File: config.mk
export PLATFORM = sky130hd
export DESIGN_NAME = cordic_iter_engine
export DESIGN_NICKNAME = d
export VERILOG_FILES = /design/src/rtl/cordic_iter_engine.sv
export SDC_FILE = /design/constraint.sdc
export NUM_CORES = 1
export LEC_CHECK = 0
export BUFFER_PORTS_ARGS = -buffer_cell sky130_fd_sc_hd__buf_2
export CAP_MARGIN = 15
export CORE_MARGIN = 2
export CORE_UTILIZATION = 45
export CTS_CLUSTER_SIZE = 28
export DETAILED_ROUTE_END_ITERATION = 8
export PLACE_DENSITY = 0.63
export SLEW_MARGIN = 30
export SYNTH_ARGS = -nofsm -noshare
export SYNTH_HDL_FRONTEND = slang
export SYNTH_SLANG_ARGS = --single-unit
File: constraint.sdc
create_clock -name clk -period 9.3 [get_ports clk]
set_input_delay 0.93 -clock clk [delete_from_list [all_inputs] [get_ports clk]]
set_output_delay 0.93 -clock clk [all_outputs]
set_load 0.05 [all_outputs]
File: src/rtl/cordic_iter_engine.sv
// Iterative CORDIC engine: one micro-rotation per clock on a shared shift/add datapath.
// Supports circular rotation, sin/cos generation and vectoring, with quadrant pre-rotation and guard bits.
module cordic_iter_engine #(
    parameter int WID   = 32,
    parameter int ITER  = 24,
    parameter int GUARD = 2
) (
    input  logic           clk,
    input  logic           rst_n,
    input  logic           in_valid,
    output logic           in_ready,
    input  logic [1:0]     mode,
    input  logic [WID-1:0] x_in,
    input  logic [WID-1:0] y_in,
    input  logic [WID-1:0] z_in,
    output logic           out_valid,
    input  logic           out_ready,
    output logic [WID-1:0] x_out,
    output logic [WID-1:0] y_out,
    output logic [WID-1:0] z_out,
    output logic           busy
);

    // X/Y carry two extra integer bits so the CORDIC gain on near-full-scale inputs
    // cannot wrap before the final saturation.
    localparam int XW  = WID + GUARD + 2;
    localparam int ZW  = WID + GUARD;
    localparam int RW  = XW - GUARD + 1;
    localparam int CW  = $clog2(ITER + 1);
    localparam int RND = (1 << GUARD) >> 1;

    localparam real    PI        = 3.14159265358979323846;
    localparam real    ANG_SCALE = (2.0 ** (WID - 1)) / PI;
    localparam longint K_VAL     = longint'(0.607252935 * (2.0 ** (WID - 2)));

    localparam logic signed [XW-1:0] K_LOAD = XW'(K_VAL) <<< GUARD;
    localparam logic [ZW-1:0]        PI_Z   = {1'b1, {(ZW-1){1'b0}}};

    typedef enum logic [1:0] {S_IDLE, S_PRE, S_ITER, S_DONE} state_t;

    state_t                 state, state_d;
    logic                   rst_done;
    logic                   is_vec, is_sincos;
    logic [WID-1:0]         x_q, y_q, z_q;
    logic signed [XW-1:0]   x_w, y_w;
    logic [ZW-1:0]          z_w;
    logic [CW-1:0]          cnt;

    logic signed [XW-1:0]   x_pre, y_pre, x_sh, y_sh, x_n, y_n;
    logic [ZW-1:0]          z_pre, z_n, atan_i;
    logic                   dir;

    // Arctangent table in guard-extended angle units; the extra last entry is never used.
    logic [ZW-1:0] atan_tab [0:ITER];
    for (genvar gi = 0; gi < ITER; gi++) begin : g_atan
        localparam longint ATAN_VAL = longint'($atan(1.0 / (2.0 ** gi)) * ANG_SCALE);
        assign atan_tab[gi] = ZW'(ATAN_VAL) << GUARD;
    end
    assign atan_tab[ITER] = '0;

    function automatic logic [WID-1:0] round_sat(input logic signed [XW-1:0] v);
        logic signed [XW:0]   s;
        logic signed [RW-1:0] r;
        s = XW'(v) + (XW+1)'(RND);
        s = $signed({v[XW-1], v}) + (XW+1)'(RND);
        r = RW'(s >>> GUARD);
        if (r[RW-1:WID-1] == {(RW-WID+1){r[RW-1]}})
            return r[WID-1:0];
        return r[RW-1] ? {1'b1, {(WID-1){1'b0}}} : {1'b0, {(WID-1){1'b1}}};
    endfunction

    // NOTE: every signal written here gets a default first, so no path can infer a latch.
    always_comb begin
        state_d   = state;
        in_ready  = (state == S_IDLE) && rst_done;
        busy      = (state != S_IDLE);
        out_valid = (state == S_DONE);
        unique case (state)
            S_IDLE:  if (in_valid && in_ready) state_d = S_PRE;
            S_PRE:   state_d = S_ITER;
            S_ITER:  if (cnt == CW'(ITER)) state_d = S_DONE;
            S_DONE:  if (out_ready) state_d = S_IDLE;
            default: state_d = S_IDLE;
        endcase
    end

    // Operand load with quadrant pre-rotation into the +/-pi/2 convergence range.
    always_comb begin
        x_pre = XW'($signed(x_q)) <<< GUARD;
        y_pre = XW'($signed(y_q)) <<< GUARD;
        z_pre = ZW'(z_q) << GUARD;
        if (is_sincos) begin
            x_pre = K_LOAD;
            y_pre = '0;
        end
        if (is_vec) begin
            z_pre = '0;
            if (x_pre[XW-1]) begin
                x_pre = -x_pre;
                y_pre = -y_pre;
                z_pre = PI_Z;
            end
        end else if (z_q[WID-1] != z_q[WID-2]) begin
            x_pre = -x_pre;
            y_pre = -y_pre;
            z_pre = z_pre ^ PI_Z;
        end
    end

    // One micro-rotation; a zero vector in vectoring has no direction, so it is held.
    always_comb begin
        x_sh   = x_w >>> cnt;
        y_sh   = y_w >>> cnt;
        atan_i = atan_tab[cnt];
        dir    = is_vec ? ~y_w[XW-1] : z_w[ZW-1];
        x_n    = x_w;
        y_n    = y_w;
        z_n    = z_w;
        if (!(is_vec && x_w == '0 && y_w == '0)) begin
            if (!dir) begin
                x_n = x_w - y_sh;
                y_n = y_w + x_sh;
                z_n = z_w - atan_i;
            end else begin
                x_n = x_w + y_sh;
                y_n = y_w - x_sh;
                z_n = z_w + atan_i;
            end
        end
    end

    // NOTE: sequential state uses non-blocking assignments so every update sees pre-edge values;
    // all registers (outputs included) are cleared by the async reset.
    always_ff @(posedge clk or negedge rst_n) begin
        if (!rst_n) begin
            state     <= S_IDLE;
            rst_done  <= 1'b0;
            is_vec    <= 1'b0;
            is_sincos <= 1'b0;
            x_q       <= '0;
            y_q       <= '0;
            z_q       <= '0;
            x_w       <= '0;
            y_w       <= '0;
            z_w       <= '0;
            cnt       <= '0;
            x_out     <= '0;
            y_out     <= '0;
            z_out     <= '0;
        end else begin
            state    <= state_d;
            rst_done <= 1'b1;
            unique case (state)
                S_IDLE: begin
                    if (in_valid && in_ready) begin
                        is_vec    <= (mode == 2'b10);
                        is_sincos <= (mode == 2'b01);
                        x_q       <= x_in;
                        y_q       <= y_in;
                        z_q       <= z_in;
                    end
                end
                S_PRE: begin
                    x_w <= x_pre;
                    y_w <= y_pre;
                    z_w <= z_pre;
                    cnt <= '0;
                end
                S_ITER: begin
                    if (cnt != CW'(ITER)) begin
                        x_w <= x_n;
                        y_w <= y_n;
                        z_w <= z_n;
                        cnt <= cnt + 1'b1;
                    end else begin
                        x_out <= round_sat(x_w);
                        y_out <= round_sat(y_w);
                        z_out <= WID'((z_w + ZW'(RND)) >> GUARD);
                    end
                end
                default: ;
            endcase
        end
    end

endmodule

Yosys cells after proc, flatten, opt, wreduce, memory -nomap -nowiden:

Memories as Yosys holds them, arrays and structs flattened.
Cells that the tools add are included.

* register bits after elaboration: 308
* bits in read-only memories: 1088
* bits of input ports: 102
* output and inout bits: 99
* word-level logic and storage cells: 107
* memories: 1

* add/sub/neg operators: 12
* $lt $le $gt $ge: 1
* equality and inequality tests: 15
* shift-type cells: 2
* mux-type cells: 44
* bitwise logic cells: 4
* reductions and logical operators: 14

Memories
* (no name shown): depth 32, width 34, rd ports 1, clocked after memory_dff 0, wr ports 0, line 114 `atan_i = atan_tab[cnt];`

Operators with widths (count)
* 2-to-1 mux 36 bit: 14
* 2-to-1 mux 34 bit: 8
* 2-to-1 mux 32 bit: 6
* case mux 36 bit (2 select lines): 2
* adder 36 x 3 -> 37 bit (second input constant): 2
* adder 36 bit: 2
* zero test 36 bit: 2
* negator 36 bit: 2
* >>> shifter 36 x 5 -> 36 bit: 2
* subtractor 36 bit: 2
* case mux 34 bit (2 select lines): 1
* adder 34 x 2 -> 34 bit (second input constant): 1
* adder 34 bit: 1
* subtractor 34 bit: 1
* case mux 5 bit (2 select lines): 1
* case mux 2 bit (4 select lines): 1
* 2-to-1 mux 1 bit: 7
* equality test 2 bit (second input constant): 3
* equality test 3 bit: 2
* greater-or-equal comparator 6 bit (second input constant): 1
* 2-to-1 mux 2 bit: 3
* != test 2 bit (second input constant): 3
* inverter 5 -> 6 bit: 1
* AND reduction 2 bit: 3
* 12 further kinds: 21

Longest topological paths before layout:

Gate-level depths: netlist of run 1.

* word-level depth: 9
* gate-level depth with buffers: 31
* depth with buffers taken out: 24

Worst setup path before layout of run 1:

OpenSTA, ideal clock, no wires.

* path kind: reg2reg
* start point: reg cnt[0]
* end point: reg z_w[32]
* library setup time: 0.126 ns
* arrival: 6.331 ns
* required time: 9.174 ns
* slack: 2.843 ns
* stages on the path, launching flop included: 30
* buffers on the path: 7
* clock period less this slack: 6.457 ns
* cells stage by stage: dfrtp_1 > clkbuf_2 > buf_4 > inv_2 > buf_2 > buf_4 > buf_4 > buf_2 > ha_1 > nand2_1 > nor2_1 > o31ai_1 > ha_1 > nand2_1 > or4_1 > o21ai_0 > buf_2 > xnor2_1 > ha_1 > and3_1 > nand4_1 > inv_1 > a21oi_1 > nand2_1 > o41ai_1 > o21ai_0 > a41oi_1 > o21ai_0 > xor2_1 > a221o_1

* longest elaborated chain between the ends: 9
* elaborated cells between the ends (all ways): 13
* classes of those cells: add/sub: 2; eq/ne: 2; mux: 6; bitwise: 1; reduce/logical: 1; memory: 1

Ends and longest elaborated chain
* from (decl): line 47 `logic [CW-1:0] cnt;`
* from (signal assigned): line 174 `cnt <= cnt + 1'b1;`
* inverter 5 -> 6 bit (implied by the code): line 114
* memory (32 x 34 bit)
* 2-to-1 mux 34 bit (implied by the code) (2 in a row): line 114
* subtractor 34 bit / adder 34 bit (equally long branches): line 123, 127
* 2-to-1 mux 34 bit: line 120 `if (!dir) begin`
* 2-to-1 mux 34 bit: line 119 `if (!(is_vec && x_w == '0 && y_w == '0)) begin`
* 2-to-1 mux 34 bit: line 170 `if (cnt != CW'(ITER)) begin`
* case mux 34 bit (2 select lines): line 153 `unique case (state)`
* to (signal assigned): line 166 `z_w <= z_pre;`
* to (signal assigned): line 173 `z_w <= z_n;`
* to (decl): line 46 `logic [ZW-1:0] z_w;`

Parallel ways exist; a longest one is shown, timed or not. The select of a mux whose other input is x is not followed.
A chain may end at the register's enable or synchronous reset.

Worst setup path in the final report of run 1:

* start point: reg cnt[1]
* end point: reg z_w[32]

Same word-level chain as after synthesis.

==> summary.md, run 1 <==
| Metric | Value |
|---|---|
| Final std cells w/o fill | 4518 |
| Synth area leader | dfrtp_1 |
| Initial antenna violation count | 3 |
| Area contributors post-synth | dfrtp_1, mux2_2, mux4_2 |
| Initial Util | 45.6% |
| CP required | 9.78 ns |
| H-Tree Depth | 2 |
| Post-CTS Setup Bufs | 0 |
| CTS root buf | clkbuf_16 |
| Post-DP Area | 31000 µm² |
| Cell Rows | 93 |
| Final Skew | 0.0466 ns |
| Worst-path clk slew | 0.07 ns |
| CTS sink cnt | 306 |
| Via count | 29.3k |
| First-pass DRT Iterations | 6 |
| Rel. slew slack | 32.2% |
| Clk_lat worst skew | 0.60 ns |
| WL/cell | 24.9 µm |
| Crit path DAT | 8.09 ns |
| Register Area | 7670 µm² |
| Dpl hpwl | 82700 µm |
| Top post-synthesis cells by count | nand2_1, nor2_1, dfrtp_1, a21oi_1, o21ai_0 |
| Avg Inst Size Synth | 8.18 µm² |
| WHS | 0.371 ns |
| First-pass GRT wire length | 171000 µm |
| Post-cts resize count | 0 |
| Layout cell share with drive strength beyond 1 | 17.0% |
| Die Wd | 260 µm |
| Ys flop type | dfrtp_1 |
| Antenna cells | 0 |
| Crit start category | flop |
| Total GRT Usage | 32.8% |
| Clock buffer depth | 3 |
| Worst Setup Path Type | reg -> reg |
| RSZ-0062 raised after global routing | no |
| # setup viols final | 0 |
| Post-Syn Area | 29500 µm² |
| Yosys top cell area share | 26.0% |
| # IOs | 201 |
| Max-cap violation count | 0 |
| # nets final | 3858 |
| Min-delay worst type | in -> async |
| Worst Setup End Kind | flop |
| Core ar. | 64600 µm² |
| Vias in the first global route | 27.4k |
| Dpl cells | 4445 |
| Post-Syn Nets | 3827 |
| Critical-path maximum fanout | 54 |
| Global route total overflow | 0 |
| TNS Setup | 0 ns |
| Async set-reset flop share out of synthesis | 100% |
| Iteration-0 DRC Markers | 3090 |
| Tmin final | 7.61 ns |
| Synthesized instance count | 3601 |
| Die Ht | 260 µm |
| TritonCTS Buffers | 40 |
| Area of the multi-input gates | 20500 µm² |
| Final period utilization | 81.9% |
| Reg-to-reg slack, setup | 1.69 ns |
| IO buf count | 200 |
| Synth Register Bits | 306 |
| Max Transition Viols Final | 0 |
| Hold Vio Cnt, Final | 0 |
| CTS tree | built |
| Fill count | 6264 |
| WL final | 113000 µm |
| Count of cell types in the netlist | 88 |
| Die area | 67600 µm² |
| Count leader, synth | nand2_1 |
| Run status | completed |
| Sequential share of the synthesized area | 26.0% |
| Number of synthesized flops with an enable pin | 0 |
| GP Congestion | 1.08 |
| YS warnings | 0 |
| Residual DRC | 0 |
| Post-route cell area | 32600 µm² |
| Peak Freq | 131 MHz |
| Area growth syn-to-layout | 10.4% |
| Final ANT Viol Nets | 0 |
| Largest net degree at the start of global routing | 140 |
| Hold Buf Count CTS | 0 |
| Worst-margin pin slew | 1.01 ns |
| Vias/cell | 6.49 |
-- path summary, 6_finish.rpt --
path | depth (start not counted) | startpoint | endpoint
setup reg to reg | 22 | cnt[1] | z_w[32]
hold reg to reg | 2 | x_out[31] | x_out[31]
setup / recovery | 22 | cnt[1] | z_w[32]
hold / removal | 1 | rst_n | rst_done
min in group clk | 2 | x_out[31] | x_out[31]
max in group asynchronous | 2 | rst_n | x_out[22]
-- flip-flops by register name, indices dropped and copies added (netlist names), 2 cells and up --
name	count
z_w	32
cnt	5
x_q	32
y_w	36
z_out	32
state	2
x_w	36
x_out	32
z_q	32
y_q	32
y_out	32
-- layer usage --
metal,GRT usage (%),up-vias,part of all wire [%]
met2,48.2,1524,42
li1,-,13376,-
met1,46.9,14130,43
met4,12.7,2,4.3
met5,0,-,0.013
met3,6.86,296,10
-- cell type report --
class,instances,share of cell area (%)
Timing Repair Buffer,272,4.84
Sequential cell,306,23.6
Multi-Input combinational cell,2946,62.9
Clock inverter,25,1.25
Inverter,66,0.761
Clock buffer,48,3.35
Tap cell,855,3.29
-- critical path, stage by stage (launching register included) --
cell	delay, ns
dfrtp_4	0.93
clkinv_1	0.50
ha_1	0.51
nand2_1	0.20
nor2_1	0.07
o31ai_1	0.42
ha_1	0.24
nand2_1	0.07
or4_1	0.62
o21ai_1	0.76
xnor2_1	0.17
ha_1	0.38
and3_1	0.23
nand4_1	0.15
inv_1	0.06
a21oi_1	0.13
nand2_1	0.12
o41ai_1	0.50
o21ai_0	0.31
a41oi_1	0.49
o21ai_0	0.17
xor2_1	0.16
a221o_1	0.29
-- kinds of logic after synthesis --
logic type | share of synthesized area [%]
simple gates | 19.0
fa+ha+maj | 5.34
other cells | 0.0127
compound gates | 23.5
xor+xnor | 7.28
buf+inv | 4.89
flops | 26.0
mux | 14.0
-- per-stage QoR --
step / setup WS [ns] / utilization [%]
global route: 1.17 / 50.4
detailed placement: 1.85 / 48.1
global placement: 1.98 / 48.0
floorplan: 2.84 / -
CTS: 1.78 / 50.4
finish: 1.69 / 50.4
-- layout by cell type (no fill, tap or decap), drive strengths merged, types with 17 or more instances in the layout --
cell type    n
nand2      370
nor2       368
dfrtp      306
a21oi      299
buf        272
o21ai      216
mux2       148
xnor2      137
ha         121
xor2       108
a21o        94
mux2i       91
nand3       87
nor3        79
mux4        69
inv         68
a211oi      54
a31oi       50
clkbuf      48
nor4        42
o22ai       36
nor2b       36
nand4       36
a221oi      36
and3        35
a311oi      33
o21a        32
nand2b      30
o21bai      26
or3         25
o31ai       23
o211ai      22
and2        20
or2         17
Power of run 1 is not shown: default switching activity piles up to over one toggle a cycle in this logic, so the estimate is an artifact.
==> run 2, diff against run 1 <==
Settings changed: ABC_AREA set to 1, PLACE_DENSITY 0.63 to 0.66.
Clock period 9.3 ns to 6.9 ns, I/O delays scaled along.
==> run 2 against run 1 <==
Net effect: clock skew is 0.013 ns lower; highest routed layer unchanged; sequential cell count stayed put; synthesized cell count is 26% higher; register-to-register slack worse by 1.0 ns; hold slack worse by 0.28 ns; setup slack worse by 1.0 ns; routed wire length is 2.1% higher; cell area is 1.4% lower; cell count is 22% higher; critical path depth is 10 higher; fmax is 22% higher; area after synthesis is 0.59% lower.
==> summary.md, run 2 <==
| Metric | Value |
|---|---|
| Run status | completed |
| Critical-path maximum fanout | 53 (-1.9%) |
| Hold Vio Cnt, Final | 0 (unchanged) |
| Residual DRC | 0 (unchanged) |
| Async set-reset flop share out of synthesis | 100% (unchanged) |
| M2 GR Usage | 50.7% (+2.5 points) |
| CP required | 7.38 ns (-2.40 ns) |
| R2r worst-path depth | 32 (+45%) |
| Initial Util | 45.4% (-0.19 points) |
| Hold Buf Count CTS | 0 (unchanged) |
| Synthesized instance count | 4542 (+26%) |
| Post-CTS Setup Bufs | 0 (unchanged) |
| Worst-margin pin slew | 1.10 ns (+0.0922 ns) |
| Worst setup path start | cnt[0] |
| Most frequent cells in the layout | nand2_1, inv_1, nor2_1 |
| Iteration-0 DRC Markers | 3582 (+16%) |
| Most common cell after layout, fill and taps aside | nand2_1 |
| CTS tree | built |
| Post-Syn Area | 29300 µm² (-0.59%) |
| Worst-path clk slew | 0.06 ns (about the same) |
| Area contributors post-synth | dfrtp_1, nand2_1, nand3_1 |
| CP Capture Point | y_w[26] |
| Cell Rows | 93 (unchanged) |
| Routing usage on met1 | 48.8% (+1.9 points) |
| WL/cell | 20.9 µm (-16%) |
| Most used cell along the critical path | nand2_1 |
| # IOs | 201 (unchanged) |
| Tmin final | 6.26 ns (-1.36 ns) |
| Slowest cell on crit path | dfrtp_4 |
| Max Transition Viols Final | 0 (unchanged) |
| # nets final | 4860 (+26%) |
| Clock buffer depth | 3 (unchanged) |
| Min-delay worst type | in -> async |
| Reg-to-reg slack, setup | 0.64 ns (-1.04 ns) |
| Final period utilization | 90.7% (+8.8 points) |
| Global route total overflow | 0 (unchanged) |
| H-Tree Depth | 2 (unchanged) |
| Total GRT Usage | 33.5% (+0.73 points) |
| Post-Syn Nets | 4768 (+25%) |
| Worst Setup End Kind | flop |
| Via count | 31.9k (+8.8%) |
| Antenna cells | 0 (unchanged) |
| Crit start category | flop |
| Rel. slew slack | 25.7% (-6.5 points) |
| Ys flop type | dfrtp_1 |
| Met3 Use GR | 5.36% (-1.5 points) |
| Crit path DAT | 6.73 ns (-1.36 ns) |
| YS warnings | 0 (unchanged) |
| Reg-to-reg endpoint | y_w[26] |
| Yosys top cell area share | 26.1% (+0.15 points) |
| CTS sink cnt | 306 (unchanged) |
| Peak Freq | 160 MHz (+22%) |
| Pre-CTS setup slack | 0.787 ns (-1.06 ns) |
| Top post-synthesis cells by count | nand2_1, inv_1, nor2_1, nand3_1, o21ai_0 |
| Post-cts resize count | 0 (unchanged) |
| GP Congestion | 1.04 (-3.9%) |
| Layout cell share with drive strength beyond 1 | 9.46% (-7.5 points) |
| RSZ-0062 raised after global routing | no |
| Area growth syn-to-layout | 9.50% |
| Die area | 67200 µm² (-0.58%) |
| Vias/cell | 5.79 (-11%) |
| Die Ht | 259 µm (-0.29%) |
| TritonCTS Buffers | 38 (-5.0%) |
| Max-cap violation count | 0 (unchanged) |
| Largest regs | x_w (36), y_w (36) |
| Worst Setup Path Type | reg -> reg |
| Largest net degree at the start of global routing | 108 (-23%) |
| First-pass GRT wire length | 175000 µm (+2.0%) |
| Count leader, synth | nand2_1 |
| TNS Setup | 0 ns (unchanged) |
| GRT Max-Usage Layer | met2 |
| Final ANT Viol Nets | 0 (unchanged) |
| Max stage delay on crit path | 0.68 ns (-0.25 ns) |
| Number of synthesized flops with an enable pin | 0 (unchanged) |
| Avg Inst Size Synth | 6.45 µm² (-21%) |
| Sequential share of the synthesized area | 26.1% (+0.15 points) |
| Synth area leader | dfrtp_1 |
| Count of cell types in the netlist | 77 (-13%) |
| Initial antenna violation count | 3 (unchanged) |
| Dpl hpwl | 89600 µm (+8.3%) |
| WL final | 115000 µm (+2.1%) |
| CTS root buf | clkbuf_16 |
| First-pass DRT Iterations | 6 (unchanged) |
| Final Skew | 0.0333 ns (-0.0132 ns) |
| Die Wd | 259 µm (-0.29%) |
| IO buf count | 200 (unchanged) |
| Post-route setup slack | 0.643 ns (-1.04 ns) |
| R2R Path Start | cnt[0] |
| Vias in the first global route | 29.4k (+7.5%) |
| Clk_lat worst skew | 0.60 ns (about the same) |
| # setup viols final | 0 (unchanged) |
| Synth Register Bits | 306 (unchanged) |
| Core ar. | 64500 µm² (-0.18%) |
[run 2: cell count changes in the layout (fill, tap and decap cells not counted), sizes merged, moves of 55 or more]
cell	before	now
mux4	69	0
a21o	94	7
mux2i	91	11
xnor2	137	53
mux2	148	0
nand3	87	371
nand2	370	1251
o21ai	216	398
nor2	368	423
inv	68	507
[run 2: logic make-up (layout without fill, tap and decap cells)]
family,count (synthesis),count (layout),synth area share (%)
flip-flops,306,306,26.1
adder cells (fa/ha/maj),124,124,5.37
XOR/XNOR,188,188,5.62
other,1,1,0.0128
AO/OA/AOI/OAI,956,956,19.3
AND/OR/NAND/NOR,2249,2249,33.2
multiplexers,11,11,0.376
buffers and inverters,707,825,9.92
[run 2: area by class of cell]
type / instances / area (µm²)
clock inverters: 15 / 189
clock buffers: 51 / 1060
well taps: 855 / 1070
repair buffers: 250 / 1420
flip-flops and latches: 306 / 7660
fillers: 6841 / 32400
multi-input cells: 3529 / 18800
inverters: 509 / 1920
[run 2: stage by stage]
step                      std cells  utilization (%)  hold WS (ns)  area [µm²]
after global placement         5449             47.8         0.462       30800
after global routing           5515             49.8         0.149       32100
final                          5515             49.8        0.0957       32100
after detailed placement       5449             47.8         0.464       30800
after CTS                      5515             49.8         0.136       32100
after floorplan                4542                -         0.394       29300
[run 2: worst min path at each step]
stage	to	cells after the start	slack, ns
2_1_floorplan	cnt[0]	0	0.39
3_3_place_gp	z_out[14]	2	0.46
3_5_place_dp	z_out[0]	2	0.46
4_1_cts	y_q[16]	1	0.14
5_1_grt	y_q[17]	1	0.15
6_report	y_q[16]	1	0.1
[run 2: critical path, delay by kind of cell (launching register included)]
family | cells | cell delay (ns)
compound gates | 11 | 2.31
simple gates | 12 | 1.42
fa+ha+maj | 2 | 0.53
xor+xnor | 1 | 0.14
flops | 1 | 0.68
buf+inv | 6 | 1.05
[run 2: per-layer routing]
layer	vias to the layer above	share of wire, %
li1	15347	-
met1	14944	45
met2	1422	43
met3	200	8.9
met4	4	3.1
met5	-	0.011
Power of run 2 is left out for the same reason.
